<file path="src/rtl/pipe_ctrl_pkg.sv">
// Purpose : shared types for the pipeline sequencer: FSM state encoding,
//           the per-cycle control bundle and helpers that build common
//           control patterns.
// Ports   : none (package).
package pipe_ctrl_pkg;

  localparam int unsigned PC_ADDR_W = 32;
  localparam int unsigned PC_REG_AW = 5;
  localparam int unsigned PC_PERF_W = 32;

  // Sequencer states, 2-bit encoding.
  typedef enum logic [1:0] {
    PC_ST_RUN      = 2'd0,
    PC_ST_HOLD     = 2'd1,
    PC_ST_JMP_PEND = 2'd2,
    PC_ST_HALT     = 2'd3
  } pc_state_e;

  // Control bundle driven to pc / if_id / id_ex for one cycle.
  typedef struct packed {
    logic pc_hold;
    logic if_id_hold;
    logic if_id_flush;
    logic id_ex_flush;
    logic jump_en;
    logic halted;
  } pipe_ctl_t;

  // Front end frozen; optionally bubble id_ex.
  function automatic pipe_ctl_t ctl_stall(input logic flush_ex);
    pipe_ctl_t c;
    c             = '0;
    c.pc_hold     = 1'b1;
    c.if_id_hold  = 1'b1;
    c.id_ex_flush = flush_ex;
    return c;
  endfunction

  // Redirect pc and kill the two younger instructions.
  function automatic pipe_ctl_t ctl_redirect();
    pipe_ctl_t c;
    c             = '0;
    c.if_id_flush = 1'b1;
    c.id_ex_flush = 1'b1;
    c.jump_en     = 1'b1;
    return c;
  endfunction

  // Parked after ebreak.
  function automatic pipe_ctl_t ctl_halted();
    pipe_ctl_t c;
    c        = ctl_stall(1'b1);
    c.halted = 1'b1;
    return c;
  endfunction

endpackage

</file>
<file path="src/rtl/pipe_ctrl_hazard_detect.sv">
// Purpose : combinational load-use detector. Flags when the load in ex
//           writes a register the instruction in id reads; x0 never hazards.
// Ports   : ex_is_load_i  in  1       ex holds a load
//           ex_rd_addr_i  in  REG_AW  destination of the load
//           id_rs1_addr_i in  REG_AW  first source in id
//           id_rs2_addr_i in  REG_AW  second source in id
//           load_use_o    out 1       stall one cycle
module hazard_detect
  import pipe_ctrl_pkg::*;
#(
  parameter int unsigned REG_AW = PC_REG_AW
) (
  input  logic              ex_is_load_i,
  input  logic [REG_AW-1:0] ex_rd_addr_i,
  input  logic [REG_AW-1:0] id_rs1_addr_i,
  input  logic [REG_AW-1:0] id_rs2_addr_i,
  output logic              load_use_o
);

  logic w_rd_nz;
  logic w_rs_match;

  assign w_rd_nz    = |ex_rd_addr_i;
  assign w_rs_match = (ex_rd_addr_i == id_rs1_addr_i) || (ex_rd_addr_i == id_rs2_addr_i);
  assign load_use_o = ex_is_load_i && w_rd_nz && w_rs_match;

endmodule

</file>
<file path="src/rtl/pipe_ctrl.sv">
// Purpose : pipeline sequencer for the 5-stage core. Turns halt, ex-resolved
//           jumps, external hold and load-use into hold/flush controls for
//           pc, if_id and id_ex. A jump seen during an external hold is
//           latched and replayed once the hold drops.
// Options : PIPE_CTRL_PERF_EN adds saturating stall/flush cycle counters.
// Ports   : clk, rst (sync, active high)
//           jump_en_i, jump_addr_i[ADDR_W]  taken branch/jump from ex
//           hold_req_i                       external busy
//           halt_req_i                       ebreak in ex
//           id_rs1_addr_i, id_rs2_addr_i     sources in id
//           ex_is_load_i, ex_rd_addr_i       load destination in ex
//           pc_hold_o, if_id_hold_o, if_id_flush_o, id_ex_flush_o
//           jump_en_o, jump_addr_o[ADDR_W]   pc redirect
//           halted_o                         sticky halt
//           stall_cnt_o, flush_cnt_o[PERF_W] (PIPE_CTRL_PERF_EN only)
module pipe_ctrl
  import pipe_ctrl_pkg::*;
#(
  parameter int unsigned ADDR_W = PC_ADDR_W,
  parameter int unsigned REG_AW = PC_REG_AW,
  parameter int unsigned PERF_W = PC_PERF_W
) (
  input  logic              clk,
  input  logic              rst,
  input  logic              jump_en_i,
  input  logic [ADDR_W-1:0] jump_addr_i,
  input  logic              hold_req_i,
  input  logic              halt_req_i,
  input  logic [REG_AW-1:0] id_rs1_addr_i,
  input  logic [REG_AW-1:0] id_rs2_addr_i,
  input  logic              ex_is_load_i,
  input  logic [REG_AW-1:0] ex_rd_addr_i,
  output logic              pc_hold_o,
  output logic              if_id_hold_o,
  output logic              if_id_flush_o,
  output logic              id_ex_flush_o,
  output logic              jump_en_o,
  output logic [ADDR_W-1:0] jump_addr_o,
  output logic              halted_o
`ifdef PIPE_CTRL_PERF_EN
  ,
  output logic [PERF_W-1:0] stall_cnt_o,
  output logic [PERF_W-1:0] flush_cnt_o
`endif
);

  pc_state_e         r_state;
  pc_state_e         w_state_nxt;
  logic [ADDR_W-1:0] r_pend_addr;
  logic [ADDR_W-1:0] w_jump_addr;
  logic              w_latch;
  logic              w_load_use;
  pipe_ctl_t         w_ctl;

  hazard_detect #(
    .REG_AW (REG_AW)
  ) u_hazard (
    .ex_is_load_i  (ex_is_load_i),
    .ex_rd_addr_i  (ex_rd_addr_i),
    .id_rs1_addr_i (id_rs1_addr_i),
    .id_rs2_addr_i (id_rs2_addr_i),
    .load_use_o    (w_load_use)
  );

  // State and pending-jump registers.
  always_ff @(posedge clk) begin
    if (rst) begin
      r_state     <= PC_ST_RUN;
      r_pend_addr <= '0;
    end else begin
      r_state <= w_state_nxt;
      if (w_latch) begin
        r_pend_addr <= jump_addr_i;
      end
    end
  end

  // Next state and same-cycle controls; priority halt > jump > hold > load-use.
  always_comb begin
    w_state_nxt = r_state;
    w_ctl       = '0;
    w_jump_addr = '0;
    w_latch     = 1'b0;
    if (rst) begin
      w_state_nxt = PC_ST_RUN;
    end else if (halt_req_i && (r_state != PC_ST_HALT)) begin
      // Any pending jump is simply abandoned.
      w_ctl       = ctl_stall(1'b1);
      w_state_nxt = PC_ST_HALT;
    end else begin
      case (r_state)
        // HOLD releases with exactly the RUN rules, so both share one arm.
        PC_ST_RUN, PC_ST_HOLD: begin
          if (jump_en_i && hold_req_i) begin
            w_ctl       = ctl_stall(1'b0);
            w_latch     = 1'b1;
            w_state_nxt = PC_ST_JMP_PEND;
          end else if (jump_en_i) begin
            w_ctl       = ctl_redirect();
            w_jump_addr = jump_addr_i;
            w_state_nxt = PC_ST_RUN;
          end else if (hold_req_i) begin
            w_ctl       = ctl_stall(1'b0);
            w_state_nxt = PC_ST_HOLD;
          end else if (w_load_use) begin
            w_ctl       = ctl_stall(1'b1);
            w_state_nxt = PC_ST_RUN;
          end else begin
            w_state_nxt = PC_ST_RUN;
          end
        end
        // First latched jump wins; new jumps and load-use are ignored here.
        PC_ST_JMP_PEND: begin
          if (hold_req_i) begin
            w_ctl = ctl_stall(1'b0);
          end else begin
            w_ctl       = ctl_redirect();
            w_jump_addr = r_pend_addr;
            w_state_nxt = PC_ST_RUN;
          end
        end
        PC_ST_HALT: begin
          w_ctl = ctl_halted();
        end
        default: begin
          w_state_nxt = PC_ST_RUN;
        end
      endcase
    end
  end

  assign pc_hold_o     = w_ctl.pc_hold;
  assign if_id_hold_o  = w_ctl.if_id_hold;
  assign if_id_flush_o = w_ctl.if_id_flush;
  assign id_ex_flush_o = w_ctl.id_ex_flush;
  assign jump_en_o     = w_ctl.jump_en;
  assign jump_addr_o   = w_jump_addr;
  assign halted_o      = w_ctl.halted;

`ifdef PIPE_CTRL_PERF_EN
  logic [PERF_W-1:0] r_stall_cnt;
  logic [PERF_W-1:0] r_flush_cnt;

  // Saturating cycle counters, frozen once halted.
  always_ff @(posedge clk) begin
    if (rst) begin
      r_stall_cnt <= '0;
      r_flush_cnt <= '0;
    end else if (r_state != PC_ST_HALT) begin
      if (w_ctl.pc_hold && !(&r_stall_cnt)) begin
        r_stall_cnt <= r_stall_cnt + PERF_W'(1);
      end
      if (w_ctl.id_ex_flush && !(&r_flush_cnt)) begin
        r_flush_cnt <= r_flush_cnt + PERF_W'(1);
      end
    end
  end

  assign stall_cnt_o = r_stall_cnt;
  assign flush_cnt_o = r_flush_cnt;
`else
  logic [PERF_W-1:0] w_perf_unused;
  assign w_perf_unused = '0;
`endif

endmodule

</file>
<file path="config.mk">
export PLATFORM = sky130hd
export DESIGN_NAME = pipe_ctrl
export DESIGN_NICKNAME = d
export VERILOG_FILES = /design/src/rtl/pipe_ctrl_pkg.sv /design/src/rtl/pipe_ctrl_hazard_detect.sv /design/src/rtl/pipe_ctrl.sv
export SDC_FILE = /design/constraint.sdc
export NUM_CORES = 1
export LEC_CHECK = 0
export CAP_MARGIN = 20
export CORE_MARGIN = 2
export CORE_UTILIZATION = 45
export CTS_BUF_LIST = sky130_fd_sc_hd__clkbuf_8
export DETAILED_ROUTE_END_ITERATION = 7
export PLACE_DENSITY = 0.85
export SYNTH_ARGS = -nofsm -noshare
export SYNTH_HDL_FRONTEND = slang
export SYNTH_SLANG_ARGS = --single-unit
export TNS_END_PERCENT = 1
</file>
<file path="constraint.sdc">
create_clock -name clk -period 2.85 [get_ports clk]
set_input_delay 0.57 -clock clk [delete_from_list [all_inputs] [get_ports clk]]
set_output_delay 0.57 -clock clk [all_outputs]
set_load 0.03 [all_outputs]
</file>
Yosys cells after proc, flatten, opt, wreduce, memory -nomap -nowiden:

Index checks and enable logic that the tools add are counted.

* register bits after elaboration: 34

* equal/unequal tests: 7
* mux-type cells: 24
* reduce and logical (&&, ||, !) cells: 10

Operators with widths (count)
* two-way mux 32 bit: 5
* one-hot mux 32 bit (2 select lines): 1
* two-way mux 6 bit: 7
* one-hot mux 6 bit (3 select lines): 1
* equality test 5 bit: 2
* two-way mux 1 bit: 6
* two-way mux 2 bit: 3
* OR reduction 5 bit: 1
* equality test 2 bit (second input constant): 2
* logical AND 1 bit: 4
* one-hot mux 2 bit (2 select lines): 1
* inequality test 3 bit (second input constant): 1
* nonzero test 3 bit: 1
* equality test 2 x 1 -> 1 bit (second input constant): 1
* zero test 2 bit: 1
* inequality test 2 bit (second input constant): 1
* AND reduction 2 bit: 1
* OR reduction 2 bit: 1
* logical OR 1 bit: 1

Longest topological paths before layout:

* word-level depth: 10
* mapped depth: 7
* mapped depth without buffers: 4

Cells and area by module:

Synthesis repeated with hierarchy kept, for this count alone.

* cells, all modules: 304
* area total of the unflattened synthesis: 2815.2 µm²

Modules (own cells, without submodules)
* pipe_ctrl: times used 1, cells each 287, area each 2690.1 µm², sequential area each 680.7 µm²
* hazard_detect: times used 1, cells each 17, area each 125.1 µm², sequential area each 0.0 µm²

Least setup slack after synthesis:

Ideal clock, no wire load.

* path type: input to output
* start point: input port ex_rd_addr_i[3]
* end point: output port pc_hold_o
* arrival time: 2.049 ns
* required time: 2.280 ns
* path slack: 0.231 ns
* stages: 5
* buffers on the path: 1
* cells stage by stage: xor2_1 -> nor3_1 -> a22oi_1 -> o21ai_0 -> buf_4

* cells in the longest elaborated chain, start to end: 10

RTL lines
* start, declared: RTL line pipe_ctrl.sv:32 `input logic [REG_AW-1:0] ex_rd_addr_i,`
* equality test 5 bit / OR reduction 5 bit (equally long branches): RTL line pipe_ctrl_hazard_detect.sv:24, pipe_ctrl_hazard_detect.sv:23
* logical OR 1 bit / logical AND 1 bit (equally long branches): RTL line pipe_ctrl_hazard_detect.sv:24, pipe_ctrl_hazard_detect.sv:25
* logical AND 1 bit (*): RTL line pipe_ctrl_hazard_detect.sv:25 `assign load_use_o = ex_is_load_i && w_rd_nz && w_rs_match;`
* two-way mux 6 bit (*): RTL line pipe_ctrl.sv:105 `end else if (w_load_use) begin`
* two-way mux 6 bit (*): RTL line pipe_ctrl.sv:102 `end else if (hold_req_i) begin`
* two-way mux 6 bit (*): RTL line pipe_ctrl.sv:98 `end else if (jump_en_i) begin`
* two-way mux 6 bit (*): RTL line pipe_ctrl.sv:94 `if (jump_en_i && hold_req_i) begin`
* one-hot mux 6 bit (3 select lines) (*): RTL line pipe_ctrl.sv:91 `case (r_state)`
* two-way mux 6 bit (*): RTL line pipe_ctrl.sv:86 `end else if (halt_req_i && (r_state != PC_ST_HALT)) begin`
* two-way mux 6 bit (*): RTL line pipe_ctrl.sv:84 `if (rst) begin`
* end, declared: RTL line pipe_ctrl.sv:33 `output logic pc_hold_o,`

Every way passes the cells marked *; elsewhere a longest branch is shown, timed or not.

Worst setup path after layout:

* start point: input port hold_req_i
* end point: output port jump_addr_o[1]

* cells in the longest elaborated chain, start to end: 5

RTL lines
* start, declared: RTL line pipe_ctrl.sv:27 `input logic hold_req_i,`
* logical AND 1 bit: RTL line pipe_ctrl.sv:94
* two-way mux 32 bit: RTL line pipe_ctrl.sv:94
* one-hot mux 32 bit (2 select lines) (*): RTL line pipe_ctrl.sv:91
* two-way mux 32 bit (*): RTL line pipe_ctrl.sv:86
* two-way mux 32 bit (*): RTL line pipe_ctrl.sv:84
* end, declared: RTL line pipe_ctrl.sv:38 `output logic [ADDR_W-1:0] jump_addr_o,`

Marks and branches as above.

==> flow_metrics.py <==
metrics = {
    "yosys": {
        "synthCells": 268,
        "ys_seq_area_share_pct": 36.3,
        "ys_top_cells_by_area": "dfxtp_1 36%, nand2_1 14%, a22oi_1 13%",
        "synth_top_area_share_pct": 36.3,
        "synth_fa_ha_area_share_pct": 0,
        "yosys.cell_count.top_type": "nand2_1",
        "synth_top_flop_cell": "dfxtp_1",
        "synth_nets": 321,
        "synth_edf_count": 0,
        "synth_compound_area_share_pct": 24.2,
        "synth_area_per_cell_um2": 6.99,
        "synthSimpleGateAreaFrac_pct": 26.2,
        "synth_top_family_by_area": "simple AND/OR/NAND/NOR gates",
        "ys_types": 23,
        "synth_largest_area_cell": "dfxtp_1",
        "synthArstFlopShare_pct": 0,
        "ys_warn_count": 0,
        "netlist_area_mm2": 0.00187,
        "synth_xor_area_share_pct": 4.67,
        "synth-seq-cells": 34,
        "synthMuxAreaShare_pct": 0,
        "netlist_top_cells_count": "68 x nand2_1, 42 x nor2_1, 36 x a21oi_1, 34 x dfxtp_1, 33 x a22oi_1",
    },
    "grt": {
        "antenna_found_initial": 0,
        "grt_first_pass_wirelength_um": 8050,
        "grt_usage_pct": 22.6,
        "grt_max_degree": 26,
        "grt_pass1_vias": 1871,
        "grt_overflow_total": 0,
    },
    "sta": {
        "finalSetupTns_ns": 0,
        "worstMarginPinSlew_ns": 0.417,
        "slew_headroom_pct": 72.1,
        "max_freq_mhz": 375,
        "final_hold_viol_count": 0,
        "rsz0062_at_grt": "no",
        "fin_crit_sh_pct": 93.5,
        "skew_ns": 0.00389,
        "period_needed_ns": 2.66,
        "setup_viol": 0,
        "slew_viol_final": 0,
    },
    "clocking": {
        "clock-sinks": 34,
        "root_buffer": "clkbuf_8",
        "cts-buffers-inserted": 5,
        "cts_tree": "done",
        "clkLatencyLatePin_ns": 0.28,
        "cts_resized": 0,
        "clk_pin_slew_worst_paths_ns": 0.06,
        "cts_hold_buf": 0,
        "h-tree-depth": 2,
        "clock_path_buffers": 2,
        "post_cts.repair.setup_buffers": 0,
    },
    "power_and_ir_drop": {
        "p_total_w": 0.00110,
        "switchingPower_w": 0.000294,
        "worst_ir_drop_vdd_v": 0.000244,
        "pwr-share-clk_pct": 32.4,
        "power.leakage_nw": 1.06,
        "seqPwrFrac_pct": 45.6,
        "powerDensity_mw_per_mm2": 393,
        "switching_share_pct": 26.8,
        "p_int_w": 0.000802,
        "power_frac_comb_pct": 22.0,
    },
    "floorplanning": {
        "ios": 91,
        "dieArea_mm2": 0.00470,
        "rows": 23,
        "die_h_um": 68.5,
        "core_mm2": 0.00400,
        "die_w_um": 68.5,
        "initial_core_util_pct": 46.9,
    },
    "routing": {
        "drt_pass1_iterations": 5,
        "postRouteAntennaNets": 0,
        "wirelength_um": 4960,
        "vias_per_cell": 5.18,
        "num_vias": 2076,
        "wl_per_cell_um": 12.4,
        "drc": 0,
        "first_iter_violations": 190,
    },
    "run": {
        "cap_viol_max_count": 0,
    },
    "cells_and_area": {
        "fin_util_pct": 69.8,
        "final_nets": 403,
        "syn_to_final_growth_pct": 48.9,
        "drive_above_1_share_pct": 16.2,
        "antenna_cells": 0,
        "stdcell_count": 401,
        "design_area_mm2": 0.00279,
    },
    "worst_setup_path": {
        "crit_type": "input pin to primary output",
        "startpoint_type": "input pin",
        "crit_required_ns": 2.28,
        "cp-end-kind": "primary output",
        "crit_top_cell": "nor2_1",
        "worstPathMaxFanout": 25,
        "max_stage_delay_ns": 0.53,
        "crit_slowest_cell": "clkdlybuf4s50_1",
        "cp_cell_sequence": "clkdlybuf4s50_1, nor2_1, and2_1, buf_6, a22oi_1, nor2_1, buf_4",
        "crit_arrival_ns": 2.09,
    },
    "placed_design": {
        "dpl.hpwl_um": 3680,
        "placed_area_mm2": 0.00270,
        "numPortBuffers": 90,
        "dp.cells": 393,
        "routabilityCongestion": 0.731,
    },
    "run_status": {
        "outcome": "complete, no violations",
    },
    "min_path": {
        "hold_path_class": "flop to flop",
    },
}
-- registers in the layout (all words and copies together) (netlist names) --
name and cells:
r_state 2, r_pend_addr 32
-- critical path, delay by kind of cell --
family	cells	cell delay, ns
simple gates	3	0.48
compound gates	1	0.11
buf+inv	3	0.92
-- power by group through the flow --
stage | Sequential (W) | Clock [W] | Combinational, W
global placement | 0.000510 | 0 | 0.000238
global route | 0.000501 | 0.000385 | 0.000264
finish | 0.000500 | 0.000355 | 0.000241
CTS | 0.000500 | 0.000365 | 0.000242
detailed placement | 0.000510 | 0 | 0.000242
floorplan | 0.000506 | 0 | 0.000124
-- layer usage --
metal	vias up	track usage [%]	share of wire (%)
met3	10	6.01	7.8
li1	1062	-	-
met4	0	7.50	1.5
met2	78	37.7	48
met5	-	0	0
met1	926	28.0	43
-- cell type report --
cell class,count,area (um2)
Multi-Input combinational cell,206,1040
Fill cell,327,1210
Clock inverter,2,8.76
Tap cell,50,62.6
Inverter,1,3.75
Clock buffer,6,82.6
Timing Repair Buffer,102,915
Sequential cell,34,681
-- cell usage in the layout, fill, tap and decap left out --
cell type	count
dfxtp_1	34
inv_1	2
nor2_1	42
clkdlybuf4s50_1	53
o21ai_0	1
or3_1	1
and2_1	2
nor3_1	4
nor2b_1	1
buf_4	47
nand3_1	2
a21oi_1	36
o22ai_1	1
clkbuf_8	6
nor3_4	1
nand2b_1	2
a22oi_1	33
buf_12	1
a21o_1	2
clkinv_2	1
buf_6	1
nand2_1	68
xor2_1	10
-- logic make-up (layout without fill, tap and decap cells) --
| kind of cell | Yosys count | count (layout) |
|---|---|---|
| AO/OA/AOI/OAI | 73 | 73 |
| XOR/XNOR | 10 | 10 |
| AND/OR/NAND/NOR | 123 | 123 |
| buffers and inverters | 28 | 111 |
| flip-flops | 34 | 34 |
-- stage by stage --
stage	hold slack (ns)	setup slack (ns)
after floorplan	0.437	0.231
after CTS	0.458	0.148
after global placement	0.441	0.175
after global routing	0.473	0.0485
after detailed placement	0.449	0.151
final	0.457	0.186
-- path summary, 6_finish.rpt --
| kind | to | cells past startpoint | slack (ns) | start |
|---|---|---|---|---|
| worst max-delay path | jump_addr_o[1] | 7 | 0.19 | hold_req_i |
| worst min-delay path | r_pend_addr[12] | 2 | 0.46 | r_pend_addr[12] |
| worst max register to register | r_pend_addr[3] | 4 | 1.33 | r_state[1] |
| worst min register to register | r_pend_addr[12] | 2 | 0.46 | r_pend_addr[12] |
(Power assumes the default switching activity.)
